## src/rtl/rotate_seq_pkg.sv

```systemverilog
// Shared types and defaults for the rotate sequencer: FSM state encoding,
// default strobe rates and the rate-select to divider-reload mapping.
package rotate_seq_pkg;

  // Default configuration (50 MHz system clock assumed for RATE3).
  localparam int unsigned DataWDef = 8;
  localparam int unsigned DivWDef  = 26;
  localparam int unsigned Rate0Def = 2;
  localparam int unsigned Rate1Def = 4;
  localparam int unsigned Rate2Def = 16;
  localparam int unsigned Rate3Def = 50000000;

  // Width of the step counter and of steps_left.
  localparam int unsigned StepsW = 4;

  typedef enum logic [2:0] {
    StIdle,
    StLoad,
    StWait,
    StShift,
    StDone
  } seq_state_e;

  // Map a rate select to the value the divider is reloaded with. The divider
  // counts reload..0 in WAIT and the strobe cycle itself adds one more, so a
  // reload of RATE-2 spaces strobes exactly RATE cycles apart.
  function automatic logic [31:0] rate_reload(input logic [1:0] sel,
                                              input int unsigned r0,
                                              input int unsigned r1,
                                              input int unsigned r2,
                                              input int unsigned r3);
    int unsigned rate;
    rate = r0;
    unique case (sel)
      2'd0: rate = r0;
      2'd1: rate = r1;
      2'd2: rate = r2;
      2'd3: rate = r3;
    endcase
    return 32'(rate - 32'd2);
  endfunction

endpackage

```

## src/rtl/rate_divider.sv

```systemverilog
// Loadable down-counter that paces the sequencer's shift strobes.
// Load has priority over count; the counter parks at zero.
module rate_divider #(
  parameter int unsigned DIV_W = 26
) (
  input  logic             clk,
  input  logic             reset,
  input  logic             i_load,
  input  logic [DIV_W-1:0] i_load_val,
  input  logic             i_en,
  output logic             o_zero
);

  logic [DIV_W-1:0] r_count;

  // Count register: reload, count down while enabled, hold at zero.
  always_ff @(posedge clk) begin
    if (reset) begin
      r_count <= '0;
    end else if (i_load) begin
      r_count <= i_load_val;
    end else if (i_en && (r_count != '0)) begin
      r_count <= r_count - DIV_W'(1);
    end
  end

  assign o_zero = (r_count == '0);

endmodule

```

## src/rtl/rotate_sequencer.sv

```systemverilog
// Command sequencer in front of the 8-bit rotating register. Accepts one
// load/rotate command per handshake and issues a parallel load followed by
// a paced series of shift strobes, then pulses done.
module rotate_sequencer
  import rotate_seq_pkg::*;
#(
  parameter int unsigned DATA_W = DataWDef,
  parameter int unsigned DIV_W  = DivWDef,
  parameter int unsigned RATE0  = Rate0Def,
  parameter int unsigned RATE1  = Rate1Def,
  parameter int unsigned RATE2  = Rate2Def,
  parameter int unsigned RATE3  = Rate3Def
) (
  input  logic              clk,
  input  logic              reset,
  input  logic              i_cmd_valid,
  output logic              o_cmd_ready,
  input  logic [DATA_W-1:0] i_cmd_data,
  input  logic              i_cmd_dir,
  input  logic              i_cmd_arith,
  input  logic [StepsW-1:0] i_cmd_steps,
  input  logic [1:0]        i_rate_sel,
  input  logic              i_abort,
  output logic [DATA_W-1:0] o_reg_data,
  output logic              o_reg_par_load,
  output logic              o_reg_rot_left,
  output logic              o_reg_asr,
  output logic              o_reg_shift_en,
  output logic              o_busy,
  output logic [StepsW-1:0] o_steps_left,
  output logic              o_done
);

  seq_state_e r_state;
  seq_state_e w_state_next;

  // Command fields latched at the handshake and held until the next one.
  logic [DATA_W-1:0] r_data;
  logic              r_dir;
  logic              r_arith;
  logic [StepsW-1:0] r_steps;
  logic [DIV_W-1:0]  r_reload;

  logic w_accept;
  logic w_div_load;
  logic w_div_en;
  logic w_div_zero;

  assign w_accept = (r_state == StIdle) && i_cmd_valid;

  // The divider is (re)armed on every strobe cycle and counts only in WAIT.
  assign w_div_load = (r_state == StLoad) || (r_state == StShift);
  assign w_div_en   = (r_state == StWait);

  rate_divider #(
    .DIV_W (DIV_W)
  ) u_rate_divider (
    .clk        (clk),
    .reset      (reset),
    .i_load     (w_div_load),
    .i_load_val (r_reload),
    .i_en       (w_div_en),
    .o_zero     (w_div_zero)
  );

  // Flag rate settings that would underflow the divider reload.
  always_ff @(posedge clk) begin
    assert (RATE0 >= 2 && RATE1 >= 2 && RATE2 >= 2 && RATE3 >= 2)
      else $error("rotate_sequencer: every RATE parameter must be >= 2");
  end

  // State register.
  always_ff @(posedge clk) begin
    if (reset) begin
      r_state <= StIdle;
    end else begin
      r_state <= w_state_next;
    end
  end

  // Command latches and step counter.
  always_ff @(posedge clk) begin
    if (reset) begin
      r_data   <= '0;
      r_dir    <= 1'b0;
      r_arith  <= 1'b0;
      r_steps  <= '0;
      r_reload <= '0;
    end else if (w_accept) begin
      r_data   <= i_cmd_data;
      r_dir    <= i_cmd_dir;
      // Arithmetic shift only makes sense when shifting right.
      r_arith  <= i_cmd_arith & ~i_cmd_dir;
      r_steps  <= i_cmd_steps;
      r_reload <= DIV_W'(rate_reload(i_rate_sel, RATE0, RATE1, RATE2, RATE3));
    end else if ((r_state == StShift) && (r_steps != '0)) begin
      r_steps  <= r_steps - StepsW'(1);
    end
  end

  // Next-state logic; abort cancels only while strobes are still pending.
  always_comb begin
    w_state_next = r_state;
    unique case (r_state)
      StIdle: begin
        if (i_cmd_valid) begin
          w_state_next = StLoad;
        end
      end
      StLoad: begin
        if (i_abort) begin
          w_state_next = StIdle;
        end else if (r_steps == '0) begin
          w_state_next = StDone;
        end else begin
          w_state_next = StWait;
        end
      end
      StWait: begin
        if (i_abort) begin
          w_state_next = StIdle;
        end else if (w_div_zero) begin
          w_state_next = StShift;
        end
      end
      StShift: begin
        if (i_abort) begin
          w_state_next = StIdle;
        end else if (r_steps == StepsW'(1)) begin
          w_state_next = StDone;
        end else begin
          w_state_next = StWait;
        end
      end
      StDone: begin
        w_state_next = StIdle;
      end
      default: begin
        w_state_next = StIdle;
      end
    endcase
  end

  // Moore outputs: latched fields are visible only while busy.
  always_comb begin
    o_cmd_ready    = 1'b0;
    o_busy         = 1'b0;
    o_reg_data     = '0;
    o_reg_rot_left = 1'b0;
    o_reg_asr      = 1'b0;
    o_steps_left   = '0;
    o_reg_par_load = 1'b0;
    o_reg_shift_en = 1'b0;
    o_done         = 1'b0;
    if (r_state == StIdle) begin
      o_cmd_ready = 1'b1;
    end else begin
      o_busy         = 1'b1;
      o_reg_data     = r_data;
      o_reg_rot_left = r_dir;
      o_reg_asr      = r_arith;
      o_steps_left   = r_steps;
    end
    unique case (r_state)
      StLoad: begin
        o_reg_par_load = 1'b1;
        o_reg_shift_en = 1'b1;
      end
      StShift: begin
        o_reg_shift_en = 1'b1;
      end
      StDone: begin
        o_done = 1'b1;
      end
      default: begin
      end
    endcase
  end

endmodule

```

## config.mk

```make
export PLATFORM = sky130hd
export DESIGN_NAME = rotate_sequencer
export DESIGN_NICKNAME = d
export VERILOG_FILES = /design/src/rtl/rotate_seq_pkg.sv /design/src/rtl/rate_divider.sv /design/src/rtl/rotate_sequencer.sv
export SDC_FILE = /design/constraint.sdc
export NUM_CORES = 1
export LEC_CHECK = 0
export BUFFER_PORTS_ARGS = -buffer_cell sky130_fd_sc_hd__buf_2
export CORE_MARGIN = 3
export CORE_UTILIZATION = 50
export CTS_CLUSTER_SIZE = 30
export DETAILED_ROUTE_END_ITERATION = 12
export GPL_ROUTABILITY_DRIVEN = 0
export PLACE_DENSITY = 0.71
export RECOVER_POWER = 100
export REMOVE_ABC_BUFFERS = 1
export SLEW_MARGIN = 10
export SYNTH_ARGS = -nofsm -noshare
export SYNTH_HDL_FRONTEND = slang
export SYNTH_SLANG_ARGS = --single-unit
```

## constraint.sdc

```tcl
create_clock -name clk -period 2.98 [get_ports clk]
set_input_delay 0.894 -clock clk [delete_from_list [all_inputs] [get_ports clk]]
set_output_delay 0.894 -clock clk [all_outputs]
set_load 0.02 [all_outputs]
```

==> Word-level counts from Yosys, hierarchy flattened <==
Cells that the tools add are included.
W data, S select, Z words.
{ "classes": {"n_addsub": 3, "n_reduce_logical": 14, "n_eq_ne": 10, "n_mux": 24, "n_bitwise": 2} }
{ "op_table": {"columns": ["cell", "count"], "rows": [
  ["$mux W26", 4],
  ["$pmux W26 S4", 1],
  ["$logic_not A26 Y1", 1],
  ["$reduce_bool A26 Y1", 1],
  ["$sub A26 B1 Y26 const B", 1],
  ["$sub A26 B2 Y26 const B", 1],
  ["$mux W3", 7],
  ["$mux W4", 3],
  ["$pmux W3 S4", 1],
  ["$mux W8", 1],
  ["$mux W1", 7],
  ["$eq A3 B2 Y1 const B", 2],
  ["$eq A2 B2 Y1 const B", 2],
  ["$eq A4 B1 Y1 const B", 1],
  ["$logic_not A4 Y1", 1],
  ["$reduce_bool A2 Y1", 2],
  ["$reduce_bool A4 Y1", 1],
  ["$sub A4 B1 Y4 const B", 1],
  ["$eq A3 B1 Y1 const B", 1],
  ["$eq A3 B3 Y1 const B", 1],
  ["$logic_and A1 B1 Y1", 3],
  ["$logic_not A3 Y1", 1],
  ["$ne A3 B3 Y1 const B", 1],
  ["$eq A2 B1 Y1 const B", 1],
  ["other kinds (7)", 7]
]} }
{ "word_totals": {"regBits": 69, "out_inout_bits": 19} }

==> Depth between registers and ports, before layout <==
Gate-level depths: netlist of the first run.
{ "logic_depth": {"word_depth": 5, "ltp_mapped": 9} }

==> Modules after synthesis <==
A second synthesis of the first run with hierarchy kept.
{ "hier_totals": {"cells_unflattened": 348, "hier_area_um2": 2887.8} }
{ "modules_own_cells": {"columns": ["module", "area_each_um2", "cells_per_inst", "seq_area_each_um2", "instances"], "rows": [
  ["rate_divider", 1654.1, 201, 520.5, 1],
  ["rotate_sequencer", 1233.7, 147, 500.5, 1]
]} }

==> Worst setup path after synthesis of the first run <==
No wires, ideal clock.
{ "synth_timing": {"kind": "reg-to-output", "startpoint": "reg r_state[1]", "endpoint": "out o_busy", "setup_slack_ns": 0.446, "path_buffers": 2, "arrival_ns": 1.640, "path_stages_with_launch": 5, "t_required_ns": 2.086, "cell_sequence": "dfxtp_1 clkbuf_1 nor3_1 clkbuf_1 inv_1"} }
{ "synth_via": {"elab_chain_cells": 2} }
{ "synth_lines": {"columns": ["element", "line_no", "rtl"], "rows": [
  ["start: declaration", "rotate_sequencer.sv:34", "seq_state_e r_state;"],
  ["start signal: assignment", "rotate_sequencer.sv:75", "r_state <= StIdle;"],
  ["start signal: assignment", "rotate_sequencer.sv:77", "r_state <= w_state_next;"],
  ["$logic_not A3 Y1", "rotate_sequencer.sv:155", "if (r_state == StIdle) begin"],
  ["$mux W1", "rotate_sequencer.sv:155", null],
  ["end: declaration", "rotate_sequencer.sv:29", "output logic o_busy,"]
]} }
Every way passes these cells.

==> Final worst setup path of the first run <==
{ "layout_timing": {"startpoint": "reg u_rate_divider.r_count[16]", "endpoint": "reg u_rate_divider.r_count[9]"} }
{ "layout_via": {"elab_chain_cells": 3} }
{ "layout_lines": {"columns": ["element", "line_no", "rtl"], "rows": [
  ["start: declaration", "rate_divider.sv:14", "logic [DIV_W-1:0] r_count;"],
  ["start signal: assignment", "rate_divider.sv:21", "r_count <= i_load_val;"],
  ["start signal: assignment", "rate_divider.sv:23", "r_count <= r_count - DIV_W'(1);"],
  ["$reduce_bool A26 Y1", "rate_divider.sv:22", "end else if (i_en && (r_count != '0)) begin"],
  ["$logic_and A1 B1 Y1", "rate_divider.sv:22", null],
  ["$reduce_bool A2 Y1 (no line)", null, null]
]} }
Every way passes these cells.
A chain may end at the register's enable or synchronous reset.

==> impl_metrics.csv, run 1 <==
group,metric,value,unit
status,status,"complete, no violations",
drt,drt.antenna.violating_nets,0,
hold_path,holdCritStartpoint,"r_arith",
setup_path,startpoint_type,"register",
global_route,grt_usage,22.3,%
yosys,yosys.area.top_type_share,37.3,%
sta,final.setup.tns,0,ns
sta,skew,0.00493,ns
sta,fmax,0.364,GHz
yosys,synth-compound-area-share,20.2,%
cells_and_area,final_nets,401,
drt,drt-total-wl,6760,um
global_route,grt_max_degree,50,
setup_path,required,3.20,ns
yosys,netlist_instances,345,
yosys,synth_top_family_by_area,"simple AND/OR/NAND/NOR gates",
drt,vias,2650,
floorplanning,rows,26,
yosys,synth_seq_area_share,37.3,%
clock_tree,cts.sinks,51,
pwr,comb_power_share,28.1,%
global_route,grt_pass1_wl,11500,um
clock_tree,post-cts-setup-buffers,0,
setup_path,path_max_fanout,11,
pwr,p_int,1.16,mW
yosys,synth_xor_area_share,1.60,%
global_route,antenna_found_initial,0,
yosys,yosys_warnings,0,
sta,fin_crit,2.75,ns
yosys,syn_area,2740,um2
floorplanning,pin_count,39,
drt,wl_per_cell,15.1,um
clock_tree,postCtsHoldBufs,0,
cells_and_area,antennaDiodeCount,0,
clock_tree,clk-insertion-delay-late,0.31,ns
sta,setup_violations,0,
place,hpwl,4760,um
hold_path,hold_class,"register to register",
floorplanning,die_h,80.0,um
global_route,overflow,0,
yosys,muxShareOfSynthArea,0.365,%
place,port-buffer-count,38,
pwr,power_density,582,nW/um2
pwr,clock_power_share,28.4,%
clock_tree,cts_resized,0,
setup_path,r2r_start,"u_rate_divider.r_count[16]",
cells_and_area,area_growth,11.6,%
clock_tree,clockRootBuffer,"clkbuf_8",
drt,firstDrtPassIters,4,
clock_tree,cts.path.max_buffers,2,
clock_tree,clk_pin_slew,0.10,ns
floorplanning,core_area,5200,um2
yosys,synth-seq-cells,51,
floorplanning,dieWidth,80.0,um
pwr,sw_frac_of_total,34.9,%
pwr,peakVddDrop,0.000397,V
sta,maxSlewHeadroom,32.2,%
sta,hold_violations,0,
sta,worstMarginPinSlew,1.02,ns
yosys,yosysTopAreaCell,"dfxtp_1",
drt,drtIter0Drc,112,
yosys,synth_adder_area_share,1.83,%
setup_path,arrival,2.96,ns
sta,drv_slew,0,
pwr,p_seq_share,43.5,%
sta,rsz0062_at_grt,"no",
yosys,synth_simple_gate_area_share,33.5,%
floorplanning,die_area,6400,um2
cells_and_area,fin_util,58.7,%
clock_tree,cts_tree,"done",
yosys,synth_cell_type_count,55,
floorplanning,initial_core_util,52.6,%
setup_path,endpoint_kind,"register",
setup_path,crit_type,"register to register",
job,max-cap-violations,0,
drt,viasPerCell,5.92,
cells_and_area,drive_above_1_share,11.4,%
clock_tree,cts-buffers-inserted,5,
global_route,grt_pass1_vias,2512,
yosys,avgSynthCellArea,7.94,um2
pwr,p_leak,1.10,nW
clock_tree,htreeDepth,2,
drt,drc,0,
sta,fin_crit_sh,92.2,%
pwr,switchingPower,621,uW
yosys,synthTopCellsByArea,"dfxtp_1 37%, nand2_1 6.3%, a21oi_1 5.1%, nor2_1 3.7%, nor3_1 2.9%",
setup_path,crit_start,"u_rate_divider.r_count[16]",
[worst max-delay path, stage by stage (launching register included)]
cell and delay [ns]:
dfxtp_1 0.37, or4_1 0.64, or4b_1 0.59, o31ai_2 0.26, clkbuf_1 0.40, o31ai_1 0.14, a311oi_2 0.26
[synth_stat cells (all sizes together)]
library cell	n
a31oi	10
nand2b	3
nand3b	4
a2111oi	1
a211oi	5
o22ai	2
nor3	16
or4	8
or2	4
nand3	6
mux2i	1
o311ai	1
o311a	1
and4	1
nand4	3
xnor2	2
a21boi	1
nand2	46
dfxtp	51
a21oi	28
or4b	1
and3	2
o21bai	1
nor4	13
o31ai	7
a311oi	3
inv	10
o21ai	5
or3b	2
ha	4
a311o	1
a22oi	3
xor2	3
nor4b	3
o32ai	6
o211ai	6
a32oi	1
clkbuf	19
or3	9
buf	5
nor2b	12
and2	3
nor3b	5
nor2	27
[area by class of cell]
cell class | instances | area [um2]
Clock buffer | 5 | 68.8
Clock inverter | 3 | 47.5
Fill cell | 508 | 2150
Inverter | 10 | 37.5
Multi-Input combinational cell | 260 | 1560
Sequential cell | 51 | 1020
Tap cell | 70 | 87.6
Timing Repair Buffer | 49 | 233
[cells by family after synthesis]
logic type | after synthesis
AOI/OAI and AO/OA | 82
xor gates and xnor gates | 5
adders and majority gates | 4
buffers and inverters | 34
DFF | 51
muxes | 1
and+or+nand+nor | 168
[path summary, 6_finish.rpt]
path	endpoint	slack, ns	depth (start not counted)
worst min register to register	r_arith	0.45	2
worst max register to register	u_rate_divider.r_count[9]	0.23	6
worst max-delay path	u_rate_divider.r_count[9]	0.23	6
worst min-delay path	r_arith	0.45	2
[stage by stage]
| step | instances | total power [mW] | cell area (um2) | setup slack (ns) | hold WS [ns] |
|---|---|---|---|---|---|
| after floorplan | 321 | 1.14 | 2640 | 0.0536 | 0.421 |
| after global placement | 440 | 1.30 | 3000 | 0.471 | 0.436 |
| after detailed placement | 440 | 1.30 | 3000 | 0.392 | 0.441 |
| after CTS | 448 | 1.81 | 3120 | 0.360 | 0.456 |
| after global routing | 448 | 1.88 | 3060 | 0.0857 | 0.483 |
| final | 448 | 1.78 | 3060 | 0.234 | 0.454 |
[power groups by stage]
stage          clock network, mW  registers [mW]  logic (mW)
6_report                   0.505           0.774       0.500
5_1_grt                    0.542           0.782       0.553
4_1_cts                    0.518           0.774       0.517
3_5_place_dp                   0           0.789       0.514
3_3_place_gp                   0           0.788       0.510
2_1_floorplan                  0           0.777       0.359
[layer usage]
metal | global-route usage (%) | vias up | wire length [um]
met5 | 0 | - | 0
met4 | 7.26 | 0 | 66
met3 | 4.85 | 7 | 430
met2 | 36.0 | 86 | 3170
met1 | 29.5 | 1231 | 3090
li1 | - | 1326 | -
[flip-flops by register name, indices dropped and copies added (netlist names)]
signal                  count
u_rate_divider.r_count     26
r_data                      8
r_reload                    8
r_steps                     4
r_state                     3
r_arith                     1
r_dir                       1
[layout by cell type (no fill, tap or decap), drive strengths merged, types with 3 or more instances in the layout]
cell    netlist  layout
or2           4       4
buf           5      25
a211oi        5       5
ha            4       4
a21oi        28      28
nor3         16      16
nand2        46      46
or4           8       8
a31oi        10      10
xor2          3       3
nor3b         5       5
o211ai        6       6
nand4         3       3
a311oi        3       3
nor2         27      27
nor4b         3       3
nand2b        3       3
dfxtp        51      51
a22oi         3       3
inv          10      11
o32ai         6       6
nand3         6       6
nor2b        12      12
clkbuf       19      29
or3           9       9
and2          3       3
nor4         13      13
o31ai         7       7
o21ai         5       5
nand3b        4       4
Note: power is estimated with default switching activity, not from simulation.
==> run 2, diff against run 1 <==
--- a/config.mk
+++ b/config.mk
@@ -7,5 +7,4 @@
 export LEC_CHECK = 0
 export BUFFER_PORTS_ARGS = -buffer_cell sky130_fd_sc_hd__buf_2
-export CORE_MARGIN = 3
 export CORE_UTILIZATION = 50
 export CTS_CLUSTER_SIZE = 30
==> constraint.sdc (replaced) <==
create_clock -name clk -period 2.98 [get_ports clk]
set_input_delay 0.298 -clock clk [delete_from_list [all_inputs] [get_ports clk]]
set_output_delay 0.298 -clock clk [all_outputs]
set_load 0.02 [all_outputs]
==> run 2 against run 1 <==
  * Utilization up 0.38 points
  * Final cell count down 0.22%
  * Sequential power about the same
  * Die area down 9.7%
  * Power up 4.2%
  * Worst hold slack worse by 0.28 ns
  * First-iteration DRC count up 59%
  * Cell area up 0.66%
  * Non-clock buffer count down 1
  * Register-to-register slack about the same
  * Fmax up 0.17%
  * Flip-flop and latch count unchanged
==> impl_metrics.csv, run 2 (synthesis gave the netlist of run 1 again) <==
group,metric,value,unit
cells_and_area,reg_top3,"u_rate_divider.r_count: 26 flops, r_data: 8 flops, r_reload: 8 flops",
status,status,"complete, no violations",
pwr,clock_power_share,30.8,%
pwr,p_leak,1.11,nW
setup_path,slowest_delay,0.66,ns
clock_tree,cts.sinks,51,
clock_tree,clk-insertion-delay-late,0.31,ns
setup_path,crit_family,"simple AND/OR/NAND/NOR gates",
drt,wl_per_cell,15.6,um
global_route,grt_pass1_wl,11400,um
sta,worstMarginPinSlew,1.06,ns
floorplanning,rows,26,
floorplanning,core_area,5200,um2
sta,skew,0.00608,ns
pwr,sw_frac_of_total,33.0,%
pwr,power_density,603,nW/um2
pwr,p_seq_share,41.8,%
setup_path,required,3.12,ns
cells_and_area,postLayoutCellArea,3080,um2
clock_tree,cts_tree,"done",
place,port-buffer-count,38,
global_route,overflow,0,
place,hpwl,4840,um
clock_tree,clockRootBuffer,"clkbuf_8",
clock_tree,htreeDepth,2,
cells_and_area,largest_register_ffs,26,
drt,viasPerCell,5.98,
sta,setup_violations,0,
cells_and_area,antennaDiodeCount,0,
sta,maxSlewHeadroom,29.0,%
pwr,peakVddDrop,0.000316,V
clock_tree,postCtsHoldBufs,0,
cells_and_area,final_common_cell,"dfxtp_1",
place,dpl_cell_area,2990,um2
hold_path,hold_class,"input pin to register",
sta,fmax,0.365,GHz
setup_path,endpoint_kind,"register",
cells_and_area,drive_above_1_share,11.9,%
global_route,grt_usage,24.4,%
drt,firstDrtPassIters,4,
floorplanning,pin_count,39,
sta,fin_crit,2.74,ns
floorplanning,dieWidth,76.0,um
setup_path,crit_type,"register to register",
global_route,grt_max_degree,34,
clock_tree,cts.path.max_buffers,2,
drt,drt-total-wl,6990,um
drt,drtIter0Drc,178,
global_route,grt_pass1_vias,2456,
sta,hold_violations,0,
setup_path,cpMostUsedCell,"or4_1",
sta,drv_slew,0,
sta,fin_crit_sh,92.0,%
setup_path,cpMaxStageDelayCell,"or4_1",
clock_tree,post-cts-setup-buffers,0,
setup_path,startpoint_type,"register",
job,max-cap-violations,0,
drt,drt.antenna.violating_nets,0,
setup_path,path_max_fanout,11,
floorplanning,die_h,76.0,um
cells_and_area,n_fill_cell,534,
cells_and_area,final_nets,400,
setup_path,cp_cell_sequence,"or4_1 -> or4b_1 -> o31ai_2 -> clkbuf_1 -> or4_1 -> a311oi_2",
hold_path,hold_depth,2,
drt,drc,0,
clock_tree,cts_resized,0,
pwr,comb_power_share,27.4,%
sta,rsz0062_at_grt,"no",
setup_path,path_depth,6,
setup_path,arrival,2.88,ns
global_route,antenna_found_initial,0,
cells_and_area,area_growth,12.3,%
pwr,switchingPower,613,uW
floorplanning,die_area,5780,um2
clock_tree,cts-buffers-inserted,5,
drt,vias,2674,
setup_path,r2r_slack,0.24,ns
setup_path,worstPathBufferInverterCount,1,
cells_and_area,final_cell_mix,"51 x dfxtp_1, 46 x nand2_1, 28 x a21oi_1, 27 x nor2_1, 22 x buf_2",
floorplanning,initial_core_util,52.6,%
sta,final.setup.tns,0,ns
cells_and_area,largest_register,"u_rate_divider.r_count",
clock_tree,clk_pin_slew,0.09,ns
pwr,p_int,1.24,mW
setup_path,r2r.worst_path.cells,6,
-- run 2: layout make-up --
| type | instances | area, um2 | area share (%) |
|---|---|---|---|
| timing repair buffer | 48 | 231 | 7.53 |
| clock inverter | 2 | 60.1 | 1.95 |
| tap | 70 | 87.6 | 2.85 |
| sequential | 51 | 1020 | 33.2 |
| multi-input combinational | 260 | 1570 | 50.9 |
| clock buffer | 6 | 72.6 | 2.36 |
| inverter | 10 | 37.5 | 1.22 |
-- run 2: path summary, 6_finish.rpt --
kind,start,to
worst max-delay path,u_rate_divider.r_count[16],u_rate_divider.r_count[9]
worst min-delay path,i_abort,r_state[2]
worst min register to register,r_data[6],r_data[6]
worst max register to register,u_rate_divider.r_count[16],u_rate_divider.r_count[9]
-- run 2: layer usage --
layer | global-route usage, % | wire length [um] | vias to the layer above | share of wire, %
met3 | 5.03 | 446 | 15 | 6.4
met2 | 40.5 | 3290 | 96 | 47
met1 | 30.6 | 3140 | 1240 | 45
met4 | 10.6 | 116 | 0 | 1.7
met5 | 0 | 0 | - | 0
li1 | - | - | 1323 | -
-- run 2: metrics by stage --
step                      utilization, %  setup slack [ns]  total power, mW  hold WS (ns)  instances
after global placement              57.5             0.499             1.30         0.437        439
after global routing                59.1             0.117             1.95         0.162        447
final                               59.1             0.238             1.85         0.176        447
after floorplan                        -             0.163             1.14         0.366        321
after CTS                           60.0             0.405             1.87         0.167        447
after detailed placement            57.5             0.432             1.30         0.442        439
-- run 2: power by group through the flow --
stage                     sequential (mW)  clock, mW  combinational [mW]
after floorplan                     0.777          0               0.359
after global placement              0.788          0               0.508
after detailed placement            0.791          0               0.514
after CTS                           0.775      0.578               0.518
after global routing                0.783      0.608               0.558
final                               0.775      0.571               0.509
==> run 3, diff against run 2 <==
- ABC_AREA: unset -> 1
- CTS_CLUSTER_DIAMETER: unset -> 100
- RECOVER_POWER: 100 -> unset
==> run 3 against run 2 <==
  * Sequential share of layout area decreased by 2.7 points
  * Non-clock buffer count decreased by 7
  * Highest routed layer unchanged
  * Register-to-register slack improved by 0.84 ns
  * Wire length decreased by 0.29%
  * Area after synthesis increased by 11%
  * Clock power decreased by 11%
==> impl_metrics.csv, run 3 <==
group,metric,value,unit
status,status,"complete, no violations",
global_route,grt_usage,24.2,%
clock_tree,cts-buffers-inserted,5,
setup_path,required,3.20,ns
yosys,synthTopCellsByArea,"dfxtp_1 34%, nor2_1 15%, nand2_1 13%, inv_1 5.7%, nand3_1 5.0%",
clock_tree,cts_tree,"done",
cells_and_area,antennaDiodeCount,0,
yosys,synth-seq-cells,51,
clock_tree,cts.sinks,51,
yosys,synth_simple_gate_area_share,40.2,%
cells_and_area,postLayoutCellArea,3350,um2
setup_path,crit_type,"register to register",
pwr,power_density,711,nW/um2
cells_and_area,final_nets,546,
drt,wl_per_cell,11.7,um
floorplanning,initial_core_util,53.4,%
yosys,synth_edf_count,0,
global_route,overflow,0,
yosys,yosys.area.top_type_share,33.7,%
sta,final.setup.tns,0,ns
pwr,peakVddDrop,0.000320,V
sta,skew,0.0123,ns
cells_and_area,drive_above_1_share,14.0,%
yosys,synth_common_cells,"119 x nor2_1, 103 x nand2_1, 51 x dfxtp_1, 46 x inv_1, 30 x nand3_1",
sta,drv_slew,0,
pwr,p_leak,1.64,nW
hold_path,hold_class,"input pin to register",
yosys,yosys.cell_count.top_type,"nor2_1",
cells_and_area,fin_util,59.0,%
cells_and_area,largest_register,"u_rate_divider.r_count",
clock_tree,clockRootBuffer,"clkbuf_8",
sta,maxSlewHeadroom,55.9,%
clock_tree,htreeDepth,2,
drt,drt.antenna.violating_nets,0,
drt,viasPerCell,5.09,
drt,drc,0,
yosys,muxShareOfSynthArea,0,%
yosys,synth_ff_type,"dfxtp_1",
clock_tree,postCtsHoldBufs,0,
job,max-cap-violations,0,
setup_path,arrival,2.13,ns
sta,worstMarginPinSlew,0.659,ns
cells_and_area,final_common_cell,"nor2_1",
clock_tree,post-cts-setup-buffers,0,
clock_tree,cts_resized,0,
cells_and_area,n_fill_cell,566,
global_route,antenna_found_initial,0,
yosys,synth_adder_area_share,1.65,%
floorplanning,die_h,79.9,um
drt,drtIter0Drc,207,
cells_and_area,final_cell_mix,"119 x nor2_1, 103 x nand2_1, 51 x dfxtp_1, 46 x inv_1, 38 x buf_2",
global_route,grt_pass1_vias,2850,
cells_and_area,reg_top3,"u_rate_divider.r_count: 26 flops, r_data: 8 flops, r_reload: 8 flops",
floorplanning,core_area,5680,um2
cells_and_area,layoutNonFillerInstCount,595,
clock_tree,cts.path.max_buffers,2,
sta,hold_violations,0,
yosys,async_reset_ff_share,0,%
yosys,avgSynthCellArea,6.16,um2
yosys,synth_cell_type_count,35,
cells_and_area,area_growth,10.4,%
yosys,synth_xor_area_share,0.578,%
setup_path,endpoint_kind,"register",
place,dpl_cell_area,3230,um2
sta,setup_slack,1.08,ns
sta,fmax,0.525,GHz
yosys,synth-compound-area-share,13.8,%
clock_tree,clk_pin_slew,0.11,ns
yosys,netlist_instances,492,
place,hpwl,4970,um
yosys,yosys_warnings,0,
floorplanning,pin_count,39,
place,port-buffer-count,38,
setup_path,startpoint_type,"register",
yosys,synth_top_family_by_area,"simple AND/OR/NAND/NOR gates",
global_route,grt_pass1_wl,12200,um
place,dp_slack,1.08,ns
drt,firstDrtPassIters,4,
yosys,yosysTopAreaCell,"dfxtp_1",
clock_tree,clk-insertion-delay-late,0.32,ns
floorplanning,die_area,6380,um2
sta,fin_crit_sh,63.9,%
global_route,grt_max_degree,36,
floorplanning,dieWidth,79.9,um
yosys,synth_seq_area_share,33.7,%
cells_and_area,seq_area,1020,um2
yosys,syn_area,3030,um2
sta,fin_crit,1.90,ns
cells_and_area,multiInputGateArea,1700,um2
drt,drt-total-wl,6970,um
setup_path,path_max_fanout,27,
cells_and_area,largest_register_ffs,26,
sta,rsz0062_at_grt,"no",
place,dp.cells,587,
sta,setup_violations,0,
floorplanning,rows,27,
drt,vias,3027,
-- run 3: cell types whose count changed in the layout (fill, tap and decap cells not counted), moves of 8 or more --
| cell | before | now |
|---|---|---|
| nand3_1 | 6 | 30 |
| o21ai_1 | 2 | 18 |
| nor2_1 | 27 | 119 |
| o21ai_0 | 3 | 29 |
| clkbuf_1 | 20 | 0 |
| nor4_1 | 12 | 0 |
| nand2_1 | 46 | 103 |
| buf_2 | 22 | 38 |
| nor3_1 | 16 | 4 |
| inv_1 | 10 | 46 |
| or3_1 | 9 | 0 |
| a31oi_1 | 10 | 2 |
| or4_1 | 8 | 0 |
| nor2b_1 | 12 | 0 |
-- run 3: final timing paths --
| kind | start | endpoint | slack, ns | depth (start not counted) |
|---|---|---|---|---|
| worst max-delay path | u_rate_divider.r_count[0] | u_rate_divider.r_count[19] | 1.08 | 12 |
| worst min-delay path | i_abort | r_state[2] | 0.18 | 2 |
| worst max register to register | u_rate_divider.r_count[0] | u_rate_divider.r_count[19] | 1.08 | 12 |
| worst min register to register | r_data[7] | r_data[7] | 0.46 | 2 |
-- run 3: cell type report --
cell class | instances | area share [%]
Tap cell | 72 | 2.69
Timing Repair Buffer | 41 | 6.36
Sequential cell | 51 | 30.5
Clock inverter | 3 | 1.38
Inverter | 54 | 6.10
Multi-Input combinational cell | 369 | 50.9
Clock buffer | 5 | 2.06
-- run 3: report_power, final --
part | leakage, nW | internal [mW] | switching, mW
Clock | 0.0548 | 0.253 | 0.254
Sequential | 0.420 | 0.775 | 0.0955
Combinational | 1.17 | 0.332 | 0.667
-- run 3: worst max-delay path, stage by stage, from the launching register on --
cell	delay, ns
dfxtp_1	0.34
inv_1	0.06
ha_1	0.24
nand2_1	0.11
nor2_1	0.05
nand2_1	0.13
nor2_4	0.06
nand2_4	0.09
nand2_2	0.08
nand2_4	0.26
nand2_1	0.19
nor2_1	0.14
nor2_1	0.06
-- run 3: routing by layer --
layer	vias to the layer above	part of all wire [%]	track usage [%]
met5	-	0	0
met4	0	1.4	8.39
met3	9	5.2	3.77
met2	84	46	43.3
met1	1317	47	29.2
li1	1617	-	-
-- run 3: kinds of logic after synthesis --
kind of cell | after synthesis
fa+ha+maj | 4
simple gates | 284
buf+inv | 72
compound gates | 79
flops | 51
xor+xnor | 2
-- run 3: per-stage QoR --
| step | hold WS [ns] | power [mW] |
|---|---|---|
| 2_1_floorplan | 0.367 | 1.64 |
| 3_5_place_dp | 0.444 | 1.88 |
| 4_1_cts | 0.167 | 2.38 |
| 6_report | 0.176 | 2.38 |
| 5_1_grt | 0.166 | 2.58 |
| 3_3_place_gp | 0.440 | 1.86 |
